[config.mk]
export PLATFORM = sky130hd
export DESIGN_NAME = btb_predictor_flat
export DESIGN_NICKNAME = d
export VERILOG_FILES = /design/src/rtl/btb_predictor_if.sv /design/src/rtl/btb_predictor.sv /design/src/flat_wrapper.sv
export SDC_FILE = /design/constraint.sdc
export NUM_CORES = 2
export LEC_CHECK = 0
export CAP_MARGIN = 10
export CORE_AREA = 2 2 295 297
export DETAILED_ROUTE_END_ITERATION = 8
export DIE_AREA = 0 0 297 299
export GPL_ROUTABILITY_DRIVEN = 0
export PLACE_DENSITY = 0.79
export SLEW_MARGIN = 20
export SYNTH_ARGS = -nofsm -noshare
export SYNTH_HDL_FRONTEND = slang
export SYNTH_SLANG_ARGS = --single-unit
[constraint.sdc]
create_clock -name clk_i -period 92.9 [get_ports clk_i]
set_clock_uncertainty 0.15 [all_clocks]
set_input_delay 23.225 -clock clk_i [delete_from_list [all_inputs] [get_ports clk_i]]
set_output_delay 23.225 -clock clk_i [all_outputs]
set_load 0.005 [all_outputs]
[src/rtl/btb_predictor_if.sv]
// Fetch-side lookup, ID-side training and statistics bundle for btb_predictor.
// master = core (drives lookups/updates), slave = predictor.
interface btb_predictor_if #(
    parameter int XLEN = 32
);
    // No backpressure anywhere: lookup_en_i and upd_valid_i are single-cycle
    // valid strobes with no ready, sampled on every clock; predictions are
    // combinational and valid in the same cycle as lookup_pc_i.
    logic            lookup_en_i;
    logic [XLEN-1:0] lookup_pc_i;
    logic            pred_hit_o;
    logic            pred_taken_o;
    logic [XLEN-1:0] pred_next_pc_o;
    logic            upd_valid_i;
    logic [XLEN-1:0] upd_pc_i;
    logic [XLEN-1:0] upd_target_i;
    logic            upd_taken_i;
    logic            upd_jump_i;
    logic            upd_mispred_i;
    logic            flush_i;
    logic [31:0]     stat_lookups_o;
    logic [31:0]     stat_hits_o;
    logic [31:0]     stat_mispreds_o;

    modport master (
        output lookup_en_i, lookup_pc_i, upd_valid_i, upd_pc_i, upd_target_i,
               upd_taken_i, upd_jump_i, upd_mispred_i, flush_i,
        input  pred_hit_o, pred_taken_o, pred_next_pc_o,
               stat_lookups_o, stat_hits_o, stat_mispreds_o
    );

    modport slave (
        input  lookup_en_i, lookup_pc_i, upd_valid_i, upd_pc_i, upd_target_i,
               upd_taken_i, upd_jump_i, upd_mispred_i, flush_i,
        output pred_hit_o, pred_taken_o, pred_next_pc_o,
               stat_lookups_o, stat_hits_o, stat_mispreds_o
    );
endinterface

[src/rtl/btb_predictor.sv]
// Direct-mapped BTB with 2-bit direction counters; zero-cycle prediction, trained at posedge.
// Define BTB_PREDICTOR_STATS_EN to build the saturating lookup/hit/mispredict counters.
module btb_predictor #(
    parameter  int XLEN    = 32,
    parameter  int ENTRIES = 16,
    localparam int IDXW    = $clog2(ENTRIES),
    localparam int TAGW    = XLEN - 2 - IDXW
) (
    input  logic             clk_i,
    input  logic             rst_i,
    btb_predictor_if.slave   bus
);
    logic [ENTRIES-1:0] valid_q, valid_d;
    logic [ENTRIES-1:0] jmp_q, jmp_d;
    logic [TAGW-1:0]    tag_q    [ENTRIES];
    logic [TAGW-1:0]    tag_d    [ENTRIES];
    logic [XLEN-1:0]    target_q [ENTRIES];
    logic [XLEN-1:0]    target_d [ENTRIES];
    logic [1:0]         ctr_q    [ENTRIES];
    logic [1:0]         ctr_d    [ENTRIES];

    logic [IDXW-1:0] lk_idx, up_idx;
    logic [TAGW-1:0] lk_tag, up_tag;
    logic            lk_hit, lk_taken, up_hit;

    assign lk_idx = bus.lookup_pc_i[IDXW+1:2];
    assign lk_tag = bus.lookup_pc_i[XLEN-1:IDXW+2];
    assign up_idx = bus.upd_pc_i[IDXW+1:2];
    assign up_tag = bus.upd_pc_i[XLEN-1:IDXW+2];

    // Reads the registered table only, so a same-cycle update is not bypassed.
    always_comb begin
        lk_hit   = valid_q[lk_idx] && (tag_q[lk_idx] == lk_tag);
        lk_taken = lk_hit && (jmp_q[lk_idx] || ctr_q[lk_idx][1]);
        up_hit   = valid_q[up_idx] && (tag_q[up_idx] == up_tag);
    end

    assign bus.pred_hit_o     = lk_hit;
    assign bus.pred_taken_o   = lk_taken;
    assign bus.pred_next_pc_o = lk_taken ? target_q[lk_idx] : bus.lookup_pc_i + XLEN'(4);

    always_comb begin
        valid_d  = valid_q;
        jmp_d    = jmp_q;
        tag_d    = tag_q;
        target_d = target_q;
        ctr_d    = ctr_q;
        if (bus.flush_i) begin
            valid_d = '0;
        end else if (bus.upd_valid_i) begin
            if (up_hit) begin
                // Jump entries pin the counter high and never count down.
                if (bus.upd_jump_i)
                    ctr_d[up_idx] = 2'd3;
                else if (bus.upd_taken_i && ctr_q[up_idx] != 2'd3)
                    ctr_d[up_idx] = ctr_q[up_idx] + 2'd1;
                else if (!bus.upd_taken_i && !jmp_q[up_idx] && ctr_q[up_idx] != 2'd0)
                    ctr_d[up_idx] = ctr_q[up_idx] - 2'd1;
                if (bus.upd_taken_i)
                    target_d[up_idx] = bus.upd_target_i;
                jmp_d[up_idx] = bus.upd_jump_i;
            end else if (bus.upd_taken_i) begin
                valid_d[up_idx]  = 1'b1;
                tag_d[up_idx]    = up_tag;
                target_d[up_idx] = bus.upd_target_i;
                ctr_d[up_idx]    = 2'd2;
                jmp_d[up_idx]    = bus.upd_jump_i;
            end
        end
    end

    always_ff @(posedge clk_i or posedge rst_i) begin
        if (rst_i) begin
            valid_q <= '0;
            jmp_q   <= '0;
            for (int i = 0; i < ENTRIES; i++) begin
                tag_q[i]    <= '0;
                target_q[i] <= '0;
                ctr_q[i]    <= 2'd1;
            end
        end else begin
            valid_q  <= valid_d;
            jmp_q    <= jmp_d;
            tag_q    <= tag_d;
            target_q <= target_d;
            ctr_q    <= ctr_d;
        end
    end

    logic unused_pc_lsbs;
    assign unused_pc_lsbs = ^{bus.lookup_pc_i[1:0], bus.upd_pc_i[1:0]};

`ifdef BTB_PREDICTOR_STATS_EN
    logic [31:0] lookups_q, lookups_d, hits_q, hits_d, mispreds_q, mispreds_d;

    // Saturating counters; flush_i deliberately leaves them alone.
    always_comb begin
        lookups_d  = lookups_q;
        hits_d     = hits_q;
        mispreds_d = mispreds_q;
        if (bus.lookup_en_i && lookups_q != 32'hFFFF_FFFF)
            lookups_d = lookups_q + 32'd1;
        if (bus.lookup_en_i && lk_hit && hits_q != 32'hFFFF_FFFF)
            hits_d = hits_q + 32'd1;
        if (bus.upd_valid_i && bus.upd_mispred_i && mispreds_q != 32'hFFFF_FFFF)
            mispreds_d = mispreds_q + 32'd1;
    end

    always_ff @(posedge clk_i or posedge rst_i) begin
        if (rst_i) begin
            lookups_q  <= '0;
            hits_q     <= '0;
            mispreds_q <= '0;
        end else begin
            lookups_q  <= lookups_d;
            hits_q     <= hits_d;
            mispreds_q <= mispreds_d;
        end
    end

    assign bus.stat_lookups_o  = lookups_q;
    assign bus.stat_hits_o     = hits_q;
    assign bus.stat_mispreds_o = mispreds_q;
`else
    logic unused_stat_inputs;
    assign unused_stat_inputs  = ^{bus.lookup_en_i, bus.upd_mispred_i};
    assign bus.stat_lookups_o  = '0;
    assign bus.stat_hits_o     = '0;
    assign bus.stat_mispreds_o = '0;
`endif
endmodule

[src/flat_wrapper.sv]
// flat-port wrapper written by rule: the top's interface ports become plain ports
module btb_predictor_flat 
#(
    parameter  int XLEN    = 32,
    parameter  int ENTRIES = 16,
    localparam int IDXW    = $clog2(ENTRIES),
    localparam int TAGW    = XLEN - 2 - IDXW
)
  (clk_i, rst_i, bus_lookup_en_i, bus_lookup_pc_i, bus_upd_valid_i, bus_upd_pc_i, bus_upd_target_i, bus_upd_taken_i, bus_upd_jump_i, bus_upd_mispred_i, bus_flush_i, bus_pred_hit_o, bus_pred_taken_o, bus_pred_next_pc_o, bus_stat_lookups_o, bus_stat_hits_o, bus_stat_mispreds_o);
  btb_predictor_if #(.XLEN(XLEN)) bus_i ();
  input  logic clk_i;
  input  logic rst_i;
  input wire logic [$bits(bus_i.lookup_en_i)-1:0] bus_lookup_en_i;
  input wire logic [$bits(bus_i.lookup_pc_i)-1:0] bus_lookup_pc_i;
  input wire logic [$bits(bus_i.upd_valid_i)-1:0] bus_upd_valid_i;
  input wire logic [$bits(bus_i.upd_pc_i)-1:0] bus_upd_pc_i;
  input wire logic [$bits(bus_i.upd_target_i)-1:0] bus_upd_target_i;
  input wire logic [$bits(bus_i.upd_taken_i)-1:0] bus_upd_taken_i;
  input wire logic [$bits(bus_i.upd_jump_i)-1:0] bus_upd_jump_i;
  input wire logic [$bits(bus_i.upd_mispred_i)-1:0] bus_upd_mispred_i;
  input wire logic [$bits(bus_i.flush_i)-1:0] bus_flush_i;
  output wire logic [$bits(bus_i.pred_hit_o)-1:0] bus_pred_hit_o;
  output wire logic [$bits(bus_i.pred_taken_o)-1:0] bus_pred_taken_o;
  output wire logic [$bits(bus_i.pred_next_pc_o)-1:0] bus_pred_next_pc_o;
  output wire logic [$bits(bus_i.stat_lookups_o)-1:0] bus_stat_lookups_o;
  output wire logic [$bits(bus_i.stat_hits_o)-1:0] bus_stat_hits_o;
  output wire logic [$bits(bus_i.stat_mispreds_o)-1:0] bus_stat_mispreds_o;
  assign bus_i.lookup_en_i = bus_lookup_en_i;
  assign bus_i.lookup_pc_i = bus_lookup_pc_i;
  assign bus_i.upd_valid_i = bus_upd_valid_i;
  assign bus_i.upd_pc_i = bus_upd_pc_i;
  assign bus_i.upd_target_i = bus_upd_target_i;
  assign bus_i.upd_taken_i = bus_upd_taken_i;
  assign bus_i.upd_jump_i = bus_upd_jump_i;
  assign bus_i.upd_mispred_i = bus_upd_mispred_i;
  assign bus_i.flush_i = bus_flush_i;
  assign bus_pred_hit_o = bus_i.pred_hit_o;
  assign bus_pred_taken_o = bus_i.pred_taken_o;
  assign bus_pred_next_pc_o = bus_i.pred_next_pc_o;
  assign bus_stat_lookups_o = bus_i.stat_lookups_o;
  assign bus_stat_hits_o = bus_i.stat_hits_o;
  assign bus_stat_mispreds_o = bus_i.stat_mispreds_o;
  btb_predictor #(.XLEN(XLEN), .ENTRIES(ENTRIES)) u_core (.clk_i(clk_i), .rst_i(rst_i), .bus(bus_i));
endmodule
==> metrics <==
setup ws final=40.02 ns; # rows=108; grt ovf=0; Top FF cell, synth=dfrtp_1; Initial Utilization=59.2%; VDD IR max=18.3 uV; commonest non-fill, non-tap cell in the layout=dfrtp_1; antenna violations before repair=13; Rel. slew slack=25.3%; Slew Viols, Final=0; routed wl met3=12600 microns; Post-Synthesis Cells=3596; clock-pin slew of the registers on the worst-case setup and hold paths=0.06 ns; reg2reg start=u_core.tag_q[325]; Leakage=0.0253 uW; P per Cell Area=20.1 nW/um^2; Final nets=3689; Post-synth EDFFs=0; utilization after layout=65.3%; maximum clock rate=18.9 MHz; Pre-antenna DRT Iters=5; met2 wire length=62800 microns; Slew @ Worst Pin=1.11 ns; GRT Util Overall=31.2%; Max clock buf depth=3; met1 WL=55600 microns; Synth warnings=0; Setup Fix Bufs, Post-CTS=0; top post-synthesis cells by area=dfrtp_1 (48%), mux2_2 (19%), mux4_2 (16%); final hold viol count=0; sequential share of the synthesized area=48.8%; Fin Setup TNS=0 ns; hold_sp=u_core.target_q[288]; CP endpoint kind=output pin; pin count of the biggest net entering global routing=166; Final Instance Count excl. Fillers=4830; Yosys top cell by area=dfrtp_1; Hold Path Sink=u_core.target_q[288]; period utilization=56.9%; unrepaired setup endpoints after global routing=no; drc violations=0; CP max FO=67; Final Power=1130 uW; Slowest-stage cell, CP=nor4_1; Vias=32300; synthesis-to-finish area growth=10.3%; R2R depth=10; CP startpoint kind=primary input; drt initial violations=3485; worst path buffer plus inverter count=4; global-route wire length before repair=209000 microns; Avg Synthesized Cell Area=14.1 sq um; max cap viols=0; vias in the first global route=32900; die area=88800 sq um; cts repair resizes=0; worst slack at placement=40.33 ns; FF-to-FF End=u_core.ctr_q[27]; hold depth=1; Worst EP arrival=29.51 ns; share of layout cells above drive strength 1=42.0%; vias per cell=6.68; synthesized area=50900 sq um; outcome=finished clean; clock sinks=992; final WL=137000 microns; post-synth top area share=48.0%; most frequent cells in the layout=dfrtp_1 (976), mux2_2 (864), mux4_2 (364), nand2_1 (190), o21ai_0 (165); CTS tree=yes; PortBufs=133; Async SR Flop Fraction=100%; Root Driver=clkbuf_16; post-placement cell count=4632; CP peak stage delay=0.87 ns; Final Critical Period=52.88 ns; Synth cell types=82; Worst EP required=69.52 ns; core footprint=85900 sq um; R2R Setup Slk=87.79 ns; drt wl/cell=28.3 microns; CTS buffer count=103; HP Class=flip-flop to flip-flop; die height=299 microns; CTS H-tree depth=3; antenna-violating nets left=0; # setup viols final=0; clock insertion delay at the later pin of the skew report=0.72 ns; Chip Width=297 microns; CP top delay family=buffers and inverters; IO Pins=234; hpwl dp=81000 microns; CTS Hold Bufs=0; Top Metal Used=met5; post-synthesis register bit count=992; Crit Path Category=primary input to output pin; crit path cell chain=buf_8 -> buf_4 -> mux4_2 -> mux4_2 -> xnor2_1 -> nand4_1 -> nor2_1 -> nand3_1 -> nor4_1 -> nor2b_4 -> buf_4 -> mux2_2 -> clkdlybuf4s50_1
report_power, final:
group          internal, uW  total (uW)  switching, uW
sequential              488         523           35.1
combinational          96.0         173           76.7
clock                   254         434            180
worst max path at each step:
stage	from	end	slack (ns)	depth (start not counted)
6_report	bus_lookup_pc_i[2]	bus_pred_next_pc_o[15]	40.02	13
5_1_grt	bus_lookup_pc_i[2]	bus_pred_next_pc_o[15]	39.90	13
3_3_place_gp	bus_lookup_pc_i[2]	bus_pred_next_pc_o[15]	40.26	13
4_1_cts	bus_lookup_pc_i[2]	bus_pred_next_pc_o[15]	40.32	13
2_1_floorplan	rst_i	u_core.ctr_q[11]	41.64	1
3_5_place_dp	bus_lookup_pc_i[2]	bus_pred_next_pc_o[15]	40.33	13
layer usage:
layer | up-vias | GRT usage [%]
met5 | - | 0
met4 | 14 | 13.4
met1 | 17100 | 44.1
met2 | 1602 | 47.2
met3 | 347 | 7.14
li1 | 13200 | -
registers in the layout, summed over array words and instances, names as in the netlist:
register	count
u_core.tag_q	416
u_core.jmp_q	16
u_core.target_q	512
u_core.ctr_q	32
u_core.valid_q	16
final cells by class:
class / instances / area (sq um)
Inverter: 28 / 113
Clock inverter: 38 / 533
Multi-Input combinational cell: 2255 / 24200
Antenna cell: 4 / 10.0
Clock buffer: 156 / 3060
Timing Repair Buffer: 202 / 1910
Tap cell: 1155 / 1450
Sequential cell: 992 / 24800
Fill cell: 6066 / 29800
cells in the mapped netlist (5+ instances only):
library cell	instances
dfstp_2	16
xor2_1	22
nand2b_1	8
nand4_1	15
mux2_2	864
nand4b_1	6
inv_1	24
a21o_1	6
a21oi_1	30
and3_1	13
buf_6	8
a211oi_1	11
mux4_2	364
mux2i_1	113
nand2_1	202
nand3_1	34
a22oi_1	32
buf_1	67
nor4b_1	5
o21ai_0	165
or2_2	5
nor3_1	21
xnor2_1	54
buf_4	117
buf_2	67
nor4_1	5
and2_1	5
nand3b_1	11
nor2_1	61
nor2b_1	15
clkbuf_1	155
a221oi_1	7
dfrtp_1	976
or3_1	5
a22o_1	5
o22ai_1	7
worst register-to-register path, delay by kind of cell, from the launching register on:
kind,cells,cell delay (ns)
mux,2,0.92
flops,1,0.39
xor+xnor,1,0.47
simple gates,4,2.09
compound gates,3,0.97
cells by family after synthesis:
| logic type | after synthesis | share of synthesized area [%] |
|---|---|---|
| AO/OA/AOI/OAI | 302 | 3.62 |
| buffers and inverters | 444 | 4.48 |
| AND/OR/NAND/NOR | 433 | 4.13 |
| multiplexers | 1345 | 37.6 |
| adder cells (fa/ha/maj) | 3 | 0.0738 |
| XOR/XNOR | 76 | 1.31 |
| other | 1 | 0.00737 |
| flip-flops | 992 | 48.8 |
through the flow:
stage	area, sq um	hold WS, ns
6_report	56100	0.350
3_3_place_gp	52500	0.325
2_1_floorplan	51200	0.311
5_1_grt	56100	0.359
4_1_cts	56100	0.349
3_5_place_dp	52500	0.335
No activity file was read; power rests on OpenSTA's default activity.
